===== config.mk =====
export PLATFORM = sky130hd
export DESIGN_NAME = codec_stream_ctrl
export DESIGN_NICKNAME = d
export VERILOG_FILES = /design/src/rtl/codec_pkg.sv /design/src/rtl/sample_fifo.sv /design/src/rtl/codec_stream_ctrl.sv
export SDC_FILE = /design/constraint.sdc
export NUM_CORES = 1
export LEC_CHECK = 0
export CORE_ASPECT_RATIO = 1.75
export CORE_MARGIN = 8
export CORE_UTILIZATION = 60
export CTS_BUF_LIST = sky130_fd_sc_hd__clkbuf_4
export DETAILED_ROUTE_END_ITERATION = 10
export GPL_TIMING_DRIVEN = 0
export HOLD_SLACK_MARGIN = 0.12
export PLACE_DENSITY_LB_ADDON = 0.1
export SYNTH_ARGS = -nofsm -noshare
export SYNTH_HDL_FRONTEND = slang
export SYNTH_SLANG_ARGS = --single-unit

===== constraint.sdc =====
create_clock -name CLOCK_50 -period 5.75 [get_ports CLOCK_50]
set_input_delay 1.15 -clock CLOCK_50 [delete_from_list [all_inputs] [get_ports CLOCK_50]]
set_output_delay 1.15 -clock CLOCK_50 [all_outputs]
set_load 0.1 [all_outputs]

===== src/rtl/codec_pkg.sv =====
// Shared definitions for the codec loopback streaming controller.
package codec_pkg;

   localparam int DATA_W_DEF = 24;
   localparam int PAIR_W_DEF = 2 * DATA_W_DEF;

   typedef enum logic [1:0] {
      ST_IDLE = 2'd0,
      ST_RD   = 2'd1,
      ST_WR   = 2'd2,
      ST_GAP  = 2'd3
   } state_t;

endpackage


===== src/rtl/sample_fifo.sv =====
// Single-clock FIFO of stereo pairs with show-ahead head and occupancy count.
module sample_fifo #(
   parameter int WIDTH = 48,
   parameter int DEPTH = 8,
   parameter int CNT_W = 4
) (
   input  logic             clk,
   input  logic             reset,
   input  logic             push,
   input  logic             pop,
   input  logic [WIDTH-1:0] din,
   output logic [WIDTH-1:0] dout,
   output logic             full,
   output logic             empty,
   output logic [CNT_W-1:0] count
);

   localparam int PTR_W = (DEPTH > 1) ? $clog2(DEPTH) : 1;

   logic [WIDTH-1:0] r_mem [DEPTH];
   logic [PTR_W-1:0] r_wr_ptr;
   logic [PTR_W-1:0] r_rd_ptr;
   logic [CNT_W-1:0] r_count;
   logic             w_do_push;
   logic             w_do_pop;

   // Guarded so a misbehaving caller can never corrupt the occupancy.
   assign w_do_push = push & ~full;
   assign w_do_pop  = pop & ~empty;

   assign full  = (r_count == CNT_W'(DEPTH));
   assign empty = (r_count == '0);
   assign count = r_count;
   assign dout  = r_mem[r_rd_ptr];

   always_ff @(posedge clk) begin
      if (w_do_push) r_mem[r_wr_ptr] <= din;
   end

   always_ff @(posedge clk) begin
      if (reset) begin
         r_wr_ptr <= '0;
         r_rd_ptr <= '0;
         r_count  <= '0;
      end else begin
         if (w_do_push) r_wr_ptr <= r_wr_ptr + PTR_W'(1);
         if (w_do_pop)  r_rd_ptr <= r_rd_ptr + PTR_W'(1);
         case ({w_do_push, w_do_pop})
            2'b10:   r_count <= r_count + CNT_W'(1);
            2'b01:   r_count <= r_count - CNT_W'(1);
            default: r_count <= r_count;
         endcase
      end
   end

endmodule


===== src/rtl/codec_stream_ctrl.sv =====
// Codec read/write sequencer: ADC pairs into a FIFO, looped back to the DAC,
// with round-robin arbitration when both directions are ready.
module codec_stream_ctrl
   import codec_pkg::*;
#(
   parameter int DATA_W = DATA_W_DEF,
   parameter int DEPTH  = 8,
   parameter int CNT_W  = 4
) (
   input  logic              CLOCK_50,
   input  logic              reset,
   input  logic              enable,
   input  logic              mute,
   input  logic              clear_flags,
   input  logic              read_ready,
   input  logic              write_ready,
   input  logic [DATA_W-1:0] readdata_left,
   input  logic [DATA_W-1:0] readdata_right,
   output logic              read,
   output logic              write,
   output logic [DATA_W-1:0] writedata_left,
   output logic [DATA_W-1:0] writedata_right,
   output logic              sample_valid,
   output logic [DATA_W-1:0] sample_left,
   output logic [CNT_W-1:0]  fill_level,
   output logic              overrun,
   output logic              underrun
);

   state_t              r_state;
   state_t              w_state_nxt;
   logic                r_rr_last_rd;
   logic [DATA_W-1:0]   r_wd_left;
   logic [DATA_W-1:0]   r_wd_right;
   logic [DATA_W-1:0]   r_sample_left;
   logic                r_overrun;
   logic                r_underrun;
   logic                w_full;
   logic                w_empty;
   logic                w_rd_ok;
   logic                w_wr_ok;
   logic                w_push;
   logic                w_pop;
   logic                w_ov_set;
   logic                w_un_set;
   logic [2*DATA_W-1:0] w_head;
   logic [CNT_W-1:0]    w_count;

   assign w_rd_ok  = enable & read_ready & ~w_full;
   assign w_wr_ok  = write_ready & ~w_empty;
   assign w_ov_set = (r_state == ST_IDLE) & enable & read_ready & w_full;
   assign w_un_set = (r_state == ST_IDLE) & enable & write_ready & w_empty;

   always_comb begin
      w_state_nxt = r_state;
      case (r_state)
         ST_IDLE: begin
            if (w_rd_ok && (!w_wr_ok || !r_rr_last_rd)) w_state_nxt = ST_RD;
            else if (w_wr_ok)                           w_state_nxt = ST_WR;
         end
         ST_RD:  w_state_nxt = ST_GAP;
         ST_WR:  w_state_nxt = ST_GAP;
         ST_GAP: w_state_nxt = ST_IDLE;
      endcase
   end

   // Pop on the IDLE->WR edge so the head is already in writedata during WR.
   assign w_push = (r_state == ST_RD);
   assign w_pop  = (r_state == ST_IDLE) && (w_state_nxt == ST_WR);

   sample_fifo #(
      .WIDTH (2*DATA_W),
      .DEPTH (DEPTH),
      .CNT_W (CNT_W)
   ) u_fifo (
      .clk   (CLOCK_50),
      .reset (reset),
      .push  (w_push),
      .pop   (w_pop),
      .din   ({readdata_left, readdata_right}),
      .dout  (w_head),
      .full  (w_full),
      .empty (w_empty),
      .count (w_count)
   );

   always_ff @(posedge CLOCK_50) begin
      if (reset) begin
         r_state       <= ST_IDLE;
         r_rr_last_rd  <= 1'b0;
         r_wd_left     <= '0;
         r_wd_right    <= '0;
         r_sample_left <= '0;
         r_overrun     <= 1'b0;
         r_underrun    <= 1'b0;
      end else begin
         r_state <= w_state_nxt;
         if (r_state == ST_RD) begin
            r_rr_last_rd  <= 1'b1;
            r_sample_left <= readdata_left;
         end
         if (r_state == ST_WR) r_rr_last_rd <= 1'b0;
         if (w_pop) begin
            r_wd_left  <= mute ? '0 : w_head[2*DATA_W-1:DATA_W];
            r_wd_right <= mute ? '0 : w_head[DATA_W-1:0];
         end
         // A set in the same cycle as a clear takes precedence.
         r_overrun  <= w_ov_set | (r_overrun & ~clear_flags);
         r_underrun <= w_un_set | (r_underrun & ~clear_flags);
      end
   end

   assign read            = (r_state == ST_RD);
   assign write           = (r_state == ST_WR);
   assign sample_valid    = (r_state == ST_RD);
   assign writedata_left  = r_wd_left;
   assign writedata_right = r_wd_right;
   assign sample_left     = r_sample_left;
   assign fill_level      = w_count;
   assign overrun         = r_overrun;
   assign underrun        = r_underrun;

endmodule


* Word-level counts from Yosys, hierarchy flattened
Memories as Yosys holds them, arrays and structs flattened. A register that Yosys moved wholly into a read port is not among the register bits. Cells that the tools add are included.
Word-level totals: register bits after elaboration 87, memory bits (writable) 384, output and inout bits 81, word-level logic and storage cells 59, memories kept 1
Operators by class: $add $sub $neg 4, equality and inequality tests 7, multiplexer cells 10, bitwise logic cells 17, reductions and logical operators 10
Memories:
- u_fifo.r_mem | depth 8, bits a word 48, rd ports 1, clocked after Yosys merged registers in 1, wr ports 1, RTL line sample_fifo.sv:20 | logic [WIDTH-1:0] r_mem [DEPTH];
Operator list (number):
- 24-bit two-way mux | 2
- 1-bit AND | 12
- 2-bit equality test, second input constant | 4
- 4-bit one-hot mux with 2 select lines | 1
- 3-bit by 1-bit adder with 3-bit output, second input constant | 2
- 3-bit two-way mux | 2
- 2-bit one-hot mux with 3 select lines | 1
- 4-bit by 1-bit adder with 4-bit output, second input constant | 1
- 2-bit by 1-bit equality test with 1-bit output, second input constant | 2
- 4-bit equality test, second input constant | 1
- 4-bit zero test | 1
- 2-bit two-way mux | 2
- 2-bit OR reduction | 2
- 4-bit by 1-bit subtractor with 4-bit output, second input constant | 1
- 1-bit inverter | 3
- 1-bit logical AND | 2
- 1-bit zero test | 2
- 2-bit zero test | 1
- 1-bit two-way mux | 2
- 1-bit bitwise OR | 2
- 2-bit nonzero test | 1
- 1-bit logical OR | 1

* Depth between registers and ports, before layout
word-level depth 13, depth in mapped cells 11, depth with buffers taken out 11

* Hierarchy
From an unflattened synthesis, not the netlist that was laid out.
Unflattened totals: cell total of the unflattened synthesis 947, area total of the unflattened synthesis 18492.7 µm²
Modules (own cells, without submodules):
- sample_fifo | instances 1, cells each 629, area each 15352.2 µm², seq. area each 11791.3 µm²
- codec_stream_ctrl | instances 1, cells each 318, area each 3140.5 µm², seq. area each 1541.5 µm²

* Worst setup path before layout
Ideal clock, no wire load.
kind reg2reg, start reg r_state[1], end mem u_fifo.r_mem[1][0] (enable), library setup time 0.513 ns, arrival time 5.193 ns, slack 0.044 ns, stages on the path, launching flop included 6, buffers on the path 1, cells stage by stage dfxtp_1 > inv_1 > ha_1 > clkbuf_1 > nand3_1 > nor3_1
On the way: word-level cells in the longest chain between the ends 4
RTL lines:
- start, declared | RTL line codec_stream_ctrl.sv:30 | state_t r_state;
- start signal, assigned | RTL line codec_stream_ctrl.sv:97 | r_state <= w_state_nxt;
- 2-bit by 1-bit equality test with 1-bit output
- via read | RTL line codec_stream_ctrl.sv:19 | output logic read,
- 1-bit AND | RTL line sample_fifo.sv:28 | assign w_do_push = push & ~full;
- 1-bit two-way mux | RTL line sample_fifo.sv:37 | if (w_do_push) r_mem[r_wr_ptr] <= din;
- 1-bit two-way mux (implied by the code) | RTL line sample_fifo.sv:37
- end, declared | RTL line sample_fifo.sv:20
The timed path passes the listed nets, and every way through them passes these cells.

* Final worst setup path
start reg r_state[1], end out sample_valid
On the way: word-level cells in the longest chain between the ends 1
RTL lines:
- 2-bit by 1-bit equality test with 1-bit output | RTL line codec_stream_ctrl.sv:115 | assign sample_valid = (r_state == ST_RD);
- end, declared | RTL line codec_stream_ctrl.sv:23 | output logic sample_valid,
No other way between the ends.

==> impl_metrics.toml <==
[worst_setup_path]
r2r-end = "u_fifo.r_mem[1][27]"
startpoint_type = "register"
setup.worst_path.start = "r_state[1]"
crit_required_ns = 4.60
rrSetupSlack_ns = 2.08
arrival_ns = 2.81
worst_r2r_path_depth = 10
crit_path_end = "sample_valid"
crit_fanout = 4
rr_startpoint = "r_state[1]"
worstSetupPathType = "reg -> out"
cp-end-kind = "primary output"

[sta]
skew_ns = 0.04364
min_period_over_period_pct = 68.84
fin_ws_ns = 1.792
layout_min_cycle_time_ns = 3.958
maxSlewHeadroom_pct = 31.06
rsz0062_at_grt = "false"
max_freq_mhz = 252.6
slew_violations = 0
final-setup-viol-count = 0
worst-slew-pin-transition_ns = 1.034
timing.final.hold_violations = 0
tns_ns = 0

[logic_synthesis]
yosys-top-cells-area = "edfxtp_1 (63%), mux2i_1 (15%), dfxtp_1 (9.9%), a22oi_1 (3.9%), nand2b_1 (1.8%)"
synth_edf_count = 384
ys_top_cells_by_count = "edfxtp_1 (384), mux2i_1 (266), a22oi_1 (96)"
synth.distinct_cells = 33
ys_seq_area_share_pct = 73.01
async_flop_share_pct = 0
syn_avg_cell_area_um2 = 16.33
ys_warn_count = 0
synth.most_common_cell = "edfxtp_1"
synth_flop_cell = "edfxtp_1"
synth-seq-cells = 474
synthCells = 1118
yosysTopAreaCellShare_pct = 63.14
synthesis.nets = 1183
synthesis.area_um2 = 18260
yosys.area.top_type = "edfxtp_1"

[drt]
wirelength_um = 42350
vias = 10730
firstDrtPassIters = 5
drt_iter0_drc = 1002
drc = 0
ant_nets = 0
detail_route.vias_per_cell = 5.781
wire_per_inst_um = 22.82

[global_routing]
grt_pass1_vias = 11470
grt_max_degree = 26
grt_usage_pct = 23.46
antenna_found_initial = 2
grt_pass1_wl_um = 64210
grt_overflow_total = 0

[cells_and_area]
finalInstanceArea_um2 = 21760
instances_no_fill = 1856
drive_gt1_share_pct = 13.50
nNetsFinal = 1445
nFillCells = 2032
area_growth_pct = 19.15

[placement]
io_buffer_count = 134
post-place-ws_ns = 1.562
place_area_um2 = 20480
dp_cells = 1661
place_congestion = 0.7749
hpwl_um = 27260

[power]
leakagePower_nw = 6.932
power.density_nw_per_um2 = 408.6
power.total_mw = 8.892
vdd_ir_drop_max_v = 0.0004396

[floorplan]
die_y_um = 246.8
die_area_um2 = 36500
rows = 84
die_w_um = 147.9
initial_core_util_pct = 60.76
core_area_um2 = 30060
ios = 136

[flow_run]
drv_cap = 0

[cts]
cts_sinks = 474
clk_pin_slew_ns = 0.07
cts_setup_buffers = 0
cts_resized = 0
cts_tree = "built"
clkLatencyLatePin_ns = 0.80
h-tree-depth = 3
root_buffer = "clkbuf_4"
hold_buffers = 0
numCtsBuffers = 104
clockBufferDepth = 3

[hold_path]
min_path_type = "reg -> reg"
hp-start = "overrun"

[run_status]
status = "complete, no violations"
## stage by stage
stage	utilization [%]	hold slack (ns)
after floorplan	-	0.4621
after global placement	66.83	0.4436
after detailed placement	68.14	0.4501
after CTS	72.37	0.4615
after global routing	72.39	0.4955
final	72.39	0.4574
## where the power goes
group | total [mW] | internal, mW | switching [mW]
combinational | 2.36 | 0.755 | 1.61
sequential | 4.12 | 4.01 | 0.107
clock | 2.41 | 1.16 | 1.25
## critical path, stage by stage (launching register included)
cell	delay, ns
dfxtp_1	0.35
inv_1	0.11
ha_1	0.30
buf_4	0.15
clkdlybuf4s50_1	1.12
## metal layers
layer  global-route usage [%]  wire [um]  vias to the layer above
li1                         -          -                     4897
met1                    26.78      16290                     5394
met2                    42.04      22520                      362
met3                    4.906       2343                       76
met4                    9.641       1202                        0
met5                        0          0                        -
## cells in the final DEF (no fill, tap or decap), types with 2 or more instances in the layout
master / Yosys / layout
nand3_1: 52 / 52
buf_2: 5 / 5
nor3_2: 0 / 2
buf_6: 3 / 12
edfxtp_1: 384 / 384
nand2_1: 6 / 6
mux2_1: 4 / 4
xor2_1: 3 / 3
buf_1: 17 / 17
diode_2: 0 / 2
dfxtp_1: 90 / 90
clkdlybuf4s50_1: 0 / 134
clkbuf_4: 0 / 143
a21oi_1: 8 / 8
nor2_1: 48 / 42
inv_1: 7 / 7
buf_4: 1 / 4
and2_1: 2 / 2
buf_16: 0 / 2
clkinv_2: 0 / 9
nor2b_1: 5 / 5
clkinv_1: 0 / 38
nor3_1: 6 / 4
inv_2: 0 / 3
nor2_4: 0 / 6
clkbuf_1: 41 / 41
a22oi_1: 96 / 96
mux2i_1: 266 / 266
buf_12: 0 / 8
ha_1: 9 / 9
nor4b_2: 2 / 2
nand2b_1: 52 / 52
## registers in the layout, summed over array words and instances, names as in the netlist, named ones only
| name | cells |
|---|---|
| u_fifo.r_wr_ptr | 3 |
| writedata_left | 24 |
| writedata_right | 24 |
| r_state | 2 |
| underrun | 1 |
| u_fifo.count | 4 |
| sample_left | 24 |
| u_fifo.r_mem | 384 |
| u_fifo.r_rd_ptr | 3 |
| overrun | 1 |
| r_rr_last_rd | 1 |
## logic make-up (layout without fill, tap and decap cells)
group                    Yosys count  in the layout  share of synthesized area, %
AO/OA/AOI/OAI                    109            109                         4.481
adder cells (fa/ha/maj)           10             10                        0.7262
AND/OR/NAND/NOR                  178            178                         5.118
XOR/XNOR                           3              3                        0.1439
multiplexers                     270            270                         14.83
flip-flops                       474            474                         73.01
buffers and inverters             74            423                         1.699
other                              0              2                             0
## layout make-up
class / count / area [um^2] / share of cell area, %
antenna: 2 / 5.005 / 0.02300
buffer: 67 / 284.0 / 1.305
clock buffer: 143 / 1074 / 4.934
clock inverter: 50 / 198.9 / 0.9143
inverter: 7 / 26.28 / 0.1208
multi-input combinational: 570 / 4674 / 21.48
sequential: 474 / 13330 / 61.27
tap: 387 / 484.2 / 2.225
timing repair buffer: 156 / 1680 / 7.722
## worst min-delay path by stage
stage,to,slack [ns],depth (start not counted)
after floorplan,u_fifo.r_wr_ptr[0],0.46,2
after global placement,overrun,0.44,2
after detailed placement,overrun,0.45,2
after CTS,overrun,0.46,2
after global routing,writedata_right[21],0.50,2
final,overrun,0.46,2
No activity file was read; power rests on OpenSTA's default activity.
